## src/rtl/gemm_pkg.sv

```systemverilog
// gemm_pkg: shared tile_bram geometry and dispatch enums for the dispatch datapath
package gemm_pkg;
  localparam int TILE_BRAM_DEPTH = 512;
  localparam int TILE_ADDR_W     = 9;
  localparam int MAN_LINE_W      = 256;
  localparam int EXP_W           = 8;
  localparam int LEN_W           = 10;
  typedef enum logic {
    SIDE_LEFT  = 1'b0,
    SIDE_RIGHT = 1'b1
  } disp_side_t;
  typedef enum logic [1:0] {
    IDLE,
    ISSUE,
    DRAIN,
    DONE
  } disp_state_t;
endpackage

```

## src/rtl/dispatch_rd_pipe.sv

```systemverilog
// dispatch_rd_pipe: delay line carrying read-valid and destination line alongside a BRAM read
// Ports: clk_i/rst_ni clock and async active-low reset; vld_i/addr_i read issued this cycle
// with its destination line; vld_o/addr_o same pair LAT cycles later, aligned with the
// returning BRAM data; busy_o high while any read is still in flight.
module dispatch_rd_pipe
  import gemm_pkg::*;
#(
  parameter int LAT = 1
) (
  input  logic                   clk_i,
  input  logic                   rst_ni,
  input  logic                   vld_i,
  input  logic [TILE_ADDR_W-1:0] addr_i,
  output logic                   vld_o,
  output logic [TILE_ADDR_W-1:0] addr_o,
  output logic                   busy_o
);
  logic [LAT-1:0]                  vld_q;
  logic [LAT-1:0][TILE_ADDR_W-1:0] addr_q;
  always_ff @(posedge clk_i or negedge rst_ni) begin
    if (!rst_ni) begin
      vld_q  <= '0;
      addr_q <= '0;
    end else begin
      vld_q[0]  <= vld_i;
      addr_q[0] <= addr_i;
      for (int i = 1; i < LAT; i++) begin
        vld_q[i]  <= vld_q[i-1];
        addr_q[i] <= addr_q[i-1];
      end
    end
  end
  assign vld_o  = vld_q[LAT-1];
  assign addr_o = addr_q[LAT-1];
  assign busy_o = |vld_q;
endmodule

```

## src/rtl/tile_dispatch_writer.sv

```systemverilog
// tile_dispatch_writer: executes DISPATCH by copying dispatcher_bram lines into one tile_bram side
// Ports: i_clk/i_reset_n clock and async active-low reset; i_disp_* command strobe and fields;
// i_hold stalls new source reads; o_disp_busy/done/err command status; o_src_rd_* source read
// port with i_src_*_rd_data returning SRC_RD_LAT cycles later; o_{man,exp} left/right write
// ports (addr/en/data) into tile_bram; o_exp_checksum running exponent sum.
// Build macro TILE_DISPATCH_CHECKSUM_EN enables the exponent checksum; otherwise it reads 0.
module tile_dispatch_writer
  import gemm_pkg::*;
#(
  parameter int SRC_ADDR_W = 11,
  parameter int SRC_RD_LAT = 1,
  parameter int DST_DEPTH  = 512
) (
  input  logic                   i_clk,
  input  logic                   i_reset_n,
  input  logic                   i_disp_en,
  input  logic [SRC_ADDR_W-1:0]  i_disp_src_addr,
  input  logic [TILE_ADDR_W-1:0] i_disp_dst_addr,
  input  logic [LEN_W-1:0]       i_disp_len,
  input  logic                   i_disp_side,
  input  logic                   i_hold,
  output logic                   o_disp_busy,
  output logic                   o_disp_done,
  output logic                   o_disp_err,
  output logic [SRC_ADDR_W-1:0]  o_src_rd_addr,
  output logic                   o_src_rd_en,
  input  logic [MAN_LINE_W-1:0]  i_src_man_rd_data,
  input  logic [EXP_W-1:0]       i_src_exp_rd_data,
  output logic [TILE_ADDR_W-1:0] o_man_left_wr_addr,
  output logic                   o_man_left_wr_en,
  output logic [MAN_LINE_W-1:0]  o_man_left_wr_data,
  output logic [TILE_ADDR_W-1:0] o_man_right_wr_addr,
  output logic                   o_man_right_wr_en,
  output logic [MAN_LINE_W-1:0]  o_man_right_wr_data,
  output logic [TILE_ADDR_W-1:0] o_left_exp_wr_addr,
  output logic                   o_left_exp_wr_en,
  output logic [EXP_W-1:0]       o_left_exp_wr_data,
  output logic [TILE_ADDR_W-1:0] o_right_exp_wr_addr,
  output logic                   o_right_exp_wr_en,
  output logic [EXP_W-1:0]       o_right_exp_wr_data,
  output logic [15:0]            o_exp_checksum
);
  disp_state_t            state_q, state_d;
  logic [SRC_ADDR_W-1:0]  src_q, src_d;
  logic [TILE_ADDR_W-1:0] dst_q, dst_d;
  logic [LEN_W-1:0]       len_q, len_d, rd_cnt_q, rd_cnt_d, wr_cnt_q, wr_cnt_d;
  disp_side_t             side_q, side_d;
  logic                   err_q, wr_en_q;
  logic [TILE_ADDR_W-1:0] wr_addr_q;
  logic [MAN_LINE_W-1:0]  man_q;
  logic [EXP_W-1:0]       exp_q;
  logic                   accept, rd_en, pv, pbusy, sel_l, sel_r;
  logic [TILE_ADDR_W-1:0] pa;
  assign accept = i_disp_en && state_q == IDLE && i_disp_len <= LEN_W'(DST_DEPTH);
  assign rd_en  = state_q == ISSUE && !i_hold;
  always_comb begin
    state_d  = state_q;
    src_d    = src_q;
    dst_d    = dst_q;
    len_d    = len_q;
    side_d   = side_q;
    rd_cnt_d = rd_cnt_q + LEN_W'(rd_en);
    wr_cnt_d = wr_cnt_q + LEN_W'(pv);
    case (state_q)
      IDLE: if (accept) begin
        state_d  = i_disp_len == '0 ? DONE : ISSUE;
        src_d    = i_disp_src_addr;
        dst_d    = i_disp_dst_addr;
        len_d    = i_disp_len;
        side_d   = disp_side_t'(i_disp_side);
        rd_cnt_d = '0;
        wr_cnt_d = '0;
      end
      ISSUE:   state_d = rd_en && rd_cnt_q == len_q - LEN_W'(1) ? DRAIN : ISSUE;
      DRAIN:   state_d = !pbusy && wr_cnt_q == len_q ? DONE : DRAIN;
      DONE:    state_d = IDLE;
      default: state_d = IDLE;
    endcase
  end
  always_ff @(posedge i_clk or negedge i_reset_n) begin
    if (!i_reset_n) begin
      state_q   <= IDLE;
      src_q     <= '0;
      dst_q     <= '0;
      len_q     <= '0;
      side_q    <= SIDE_LEFT;
      rd_cnt_q  <= '0;
      wr_cnt_q  <= '0;
      err_q     <= 1'b0;
      wr_en_q   <= 1'b0;
      wr_addr_q <= '0;
      man_q     <= '0;
      exp_q     <= '0;
    end else begin
      state_q   <= state_d;
      src_q     <= src_d;
      dst_q     <= dst_d;
      len_q     <= len_d;
      side_q    <= side_d;
      rd_cnt_q  <= rd_cnt_d;
      wr_cnt_q  <= wr_cnt_d;
      err_q     <= i_disp_en && !accept;
      wr_en_q   <= pv;
      wr_addr_q <= pv ? pa : '0;
      man_q     <= pv ? i_src_man_rd_data : '0;
      exp_q     <= pv ? i_src_exp_rd_data : '0;
    end
  end
  dispatch_rd_pipe #(.LAT(SRC_RD_LAT)) u_rd_pipe (
    .clk_i  (i_clk),
    .rst_ni (i_reset_n),
    .vld_i  (rd_en),
    .addr_i (dst_q + rd_cnt_q[TILE_ADDR_W-1:0]),
    .vld_o  (pv),
    .addr_o (pa),
    .busy_o (pbusy)
  );
  assign o_disp_busy   = state_q != IDLE;
  assign o_disp_done   = state_q == DONE;
  assign o_disp_err    = err_q;
  assign o_src_rd_en   = rd_en;
  assign o_src_rd_addr = rd_en ? src_q + SRC_ADDR_W'(rd_cnt_q) : '0;
  // side_q stays valid for the last write: a new command is only accepted after DONE
  assign sel_l = wr_en_q && side_q == SIDE_LEFT;
  assign sel_r = wr_en_q && side_q == SIDE_RIGHT;
  assign o_man_left_wr_en     = sel_l;
  assign o_man_left_wr_addr   = sel_l ? wr_addr_q : '0;
  assign o_man_left_wr_data   = sel_l ? man_q : '0;
  assign o_left_exp_wr_en     = sel_l;
  assign o_left_exp_wr_addr   = sel_l ? wr_addr_q : '0;
  assign o_left_exp_wr_data   = sel_l ? exp_q : '0;
  assign o_man_right_wr_en    = sel_r;
  assign o_man_right_wr_addr  = sel_r ? wr_addr_q : '0;
  assign o_man_right_wr_data  = sel_r ? man_q : '0;
  assign o_right_exp_wr_en    = sel_r;
  assign o_right_exp_wr_addr  = sel_r ? wr_addr_q : '0;
  assign o_right_exp_wr_data  = sel_r ? exp_q : '0;
`ifdef TILE_DISPATCH_CHECKSUM_EN
  logic [15:0] chk_q;
  always_ff @(posedge i_clk or negedge i_reset_n) begin
    if (!i_reset_n) chk_q <= '0;
    else if (accept) chk_q <= '0;
    else if (pv) chk_q <= chk_q + 16'(i_src_exp_rd_data);
  end
  assign o_exp_checksum = chk_q;
`else
  assign o_exp_checksum = '0;
`endif
endmodule

```

## config.mk

```make
export PLATFORM = sky130hd
export DESIGN_NAME = tile_dispatch_writer
export DESIGN_NICKNAME = d
export VERILOG_FILES = /design/src/rtl/gemm_pkg.sv /design/src/rtl/dispatch_rd_pipe.sv /design/src/rtl/tile_dispatch_writer.sv
export SDC_FILE = /design/constraint.sdc
export NUM_CORES = 1
export LEC_CHECK = 0
export CORE_AREA = 10 10 343 345
export DETAILED_ROUTE_END_ITERATION = 10
export DIE_AREA = 0 0 353 355
export PLACE_DENSITY = 0.42
export SYNTH_ARGS = -nofsm -noshare
export SYNTH_HDL_FRONTEND = slang
export SYNTH_SLANG_ARGS = --single-unit
```

## constraint.sdc

```tcl
create_clock -name i_clk -period 4.06 [get_ports i_clk]
set_clock_uncertainty 0.15 [all_clocks]
set_input_delay 0.609 -clock i_clk [delete_from_list [all_inputs] [get_ports i_clk]]
set_output_delay 0.609 -clock i_clk [all_outputs]
set_load 0.01 [all_outputs]
```

==> impl_metrics.ini <==
[run_status]
status = finished clean

[synthesis]
synthCells = 1601
synth_warnings = 0
synth_edf_count = 0
syn-cell-area_sq_um = 16400
synth_seq_area_share_pct = 51.7
syn-mean-instance-area_sq_um = 10.2
ys_ff_latch = 338
async_flop_share_pct = 100
synthFlopType = dfrtp_1
ys_types = 48

[route]
met1_length_um = 31900
wl_um = 87100
num_vias = 14500
first_pass_iters = 5
dr_wl_met2_um = 47000
wl_met3_um = 6210
drt_iter0_markers = 663
avgRoutedWirePerCell_um = 22.1
ant_nets = 0
vias_per_cell = 3.68
drc = 0
routed.top_layer = met5

[final_layout]
final_core_util_pct = 25.6
area_delta_synth_final_pct = 73.0
fillers = 11700
num-nets-final = 2733
stdcell_area_sq_um = 28300
fin_cells = 3940
drive_gt1_share_pct = 6.01

[timing]
tns_ns = 0
finalMaxSlewViolations = 0
layout_setup_ws_ns = 0.301
worst_pin_slew_ns = 0.970
holdWs_ns = 0.321
min_period_ns = 3.76
hold_violations = 0
max-slew-margin-rel_pct = 35.3
max_freq_mhz = 266
fin_crit_sh_pct = 92.6
grt_setup_unrepaired = false
setup_violations = 0

[floorplanning]
num_rows = 122
pin_count = 898
die_y_um = 355
die_width_um = 353
core_area_sq_um = 110000
start_util_pct = 14.8
dieArea_sq_um = 125000

[power_and_ir_drop]
p_per_area_nw_per_um2 = 280
power_mw = 7.91
max-vdd-ir-drop_mv = 0.280
p_leak_nw = 13.0

[cts]
cts_max_level = 2
cts_buffers = 46
cts_tree = done
clk_pin_slew_ns = 0.06
cts.sinks = 338
insertion_delay_ns = 0.59
clockBufferDepth = 3
post-cts-setup-buffer-count = 0
root_buffer = clkbuf_16

[placed_design]
place_area_sq_um = 26700
dp_slack_ns = 0.576
numPortBuffers = 881
gp_congestion = 0.822
dp_hpwl_um = 68400
dp.cells = 3848

[hold_path]
hold_path_depth = 1
hold_class = flop to flop

[critical_path]
timing.critical_path.to_type = output pin
worstPathRequired_ns = 3.30
critPathMaxFanout = 113
cp-start-kind = flop
path_class = flop to output pin
worst_r2r_path_depth = 10
crit_arrival_ns = 3.00

[global_routing]
globalRouteTotalUtil_pct = 13.2
grt_first_pass_wirelength_um = 122000
grt_max_degree = 168
globalRouteOverflowTotal = 0
grt_pass1_vias = 15600
antenna_found_initial = 29

[run]
cap_violations = 0
## sequential cells by signal, summed over array words and instances, names as in the netlist
name,cells
u_rd_pipe.busy_o,1
u_rd_pipe.addr_o,9
wr_en_q,1
len_q,10
man_q,256
side_q,1
state_q,2
exp_q,8
o_disp_err,1
rd_cnt_q,10
wr_cnt_q,10
dst_q,9
wr_addr_q,9
src_q,11
## per-layer routing
metal / up-vias / track usage, %
met5: - / 0
met4: 8 / 3.65
met3: 105 / 3.91
met2: 492 / 25.1
met1: 7125 / 14.0
li1: 6769 / -
## Yosys cell counts, types with 2 or more instances
cell      instances  area share (%)
and2_1          549              21
buf_1             2           0.046
and3_1          278              11
mux2i_1           2            0.12
xnor2_1          26             1.4
nor2_1           36            0.83
or2_2             2           0.077
nor3b_1           3            0.14
nand2_1          19            0.44
nand2b_1          4            0.15
a211oi_1          3            0.14
mux2_2           25             1.7
xor2_1           25             1.3
a21oi_1          14            0.43
o21bai_1          2           0.092
clkbuf_1        127             2.9
nor4_1            4            0.15
ha_1             23             1.8
or4_1             2           0.092
a21o_1            3            0.14
buf_4            36             1.7
nor2b_1           9            0.34
inv_1            14            0.32
dfrtp_1         338              52
nor3_1            6            0.18
fa_1              2            0.24
nand3_1          14            0.43
o21ai_0          13            0.40
## power by group
group | switching, mW | internal [mW]
clock | 1.65 | 2.50
combinational | 0.125 | 0.261
sequential | 0.000221 | 3.37
## area by class of cell
cell class | count | area (sq um) | area share [%]
repair buffers | 911 | 9190 | 32.5
flip-flops and latches | 338 | 8470 | 29.9
multi-input cells | 1098 | 7170 | 25.3
well taps | 1488 | 1860 | 6.58
clock buffers | 61 | 1300 | 4.59
clock inverters | 22 | 231 | 0.818
inverters | 14 | 52.6 | 0.186
diodes | 8 | 20.0 | 0.0708
## worst max-delay path, stage by stage (launching register included)
cell and delay, ns:
dfrtp_4 0.73, nor2b_4 0.26, buf_12 0.27, buf_12 0.22
and2_1 0.13, clkdlybuf4s50_1 0.57
## logic make-up (layout without fill, tap and decap cells)
family	after synthesis	count (layout)	share of synthesized area, %
other	1	24	0.0229
DFF	338	338	51.7
muxes	27	27	1.84
and+or+nand+nor	932	932	34.8
buffers and inverters	180	1008	4.97
AOI/OAI and AO/OA	47	47	1.87
adders and majority gates	25	25	2.00
xor gates and xnor gates	51	51	2.73
## worst paths after layout
kind                                          startpoint                endpoint  slack [ns]
min in group asynchronous                      i_reset_n     man_q[77]$_DFF_PN0_        0.53
hold reg to reg            u_rd_pipe.addr_o[7]$_DFF_PN0_  wr_addr_q[7]$_DFF_PN0_        0.32
setup reg to reg                  state_q[1]$_DFFE_PN0P_   rd_cnt_q[8]$_DFF_PN0_        1.45
hold / removal             u_rd_pipe.addr_o[7]$_DFF_PN0_  wr_addr_q[7]$_DFF_PN0_        0.32
max in group asynchronous                      i_reset_n     man_q[48]$_DFF_PN0_        2.32
setup / recovery                      side_q$_DFFE_PN0P_  o_man_left_wr_data[80]        0.30
## cells in the final DEF (no fill, tap or decap), types with 8 or more instances in the layout
| cell type | instances |
|---|---|
| clkdlybuf4s50_1 | 876 |
| ha_1 | 23 |
| xnor2_1 | 26 |
| diode_2 | 8 |
| buf_4 | 19 |
| inv_1 | 14 |
| dfrtp_1 | 334 |
| xor2_1 | 25 |
| conb_1 | 16 |
| buf_12 | 10 |
| and3_1 | 278 |
| nor2_1 | 36 |
| nor2b_1 | 8 |
| o21ai_0 | 13 |
| clkinv_2 | 13 |
| nand2_1 | 19 |
| clkbuf_16 | 47 |
| a21oi_1 | 12 |
| nand3_1 | 14 |
| mux2_2 | 25 |
| and2_1 | 549 |
## what timing repair did
action	in CTS	in global routing
hold endpoints to repair	76	0
setup endpoints to repair	2	4
hold buffers	1	0
resized for setup	4	5
pin swaps	0	0
Note: power is estimated with default switching activity, not from simulation.
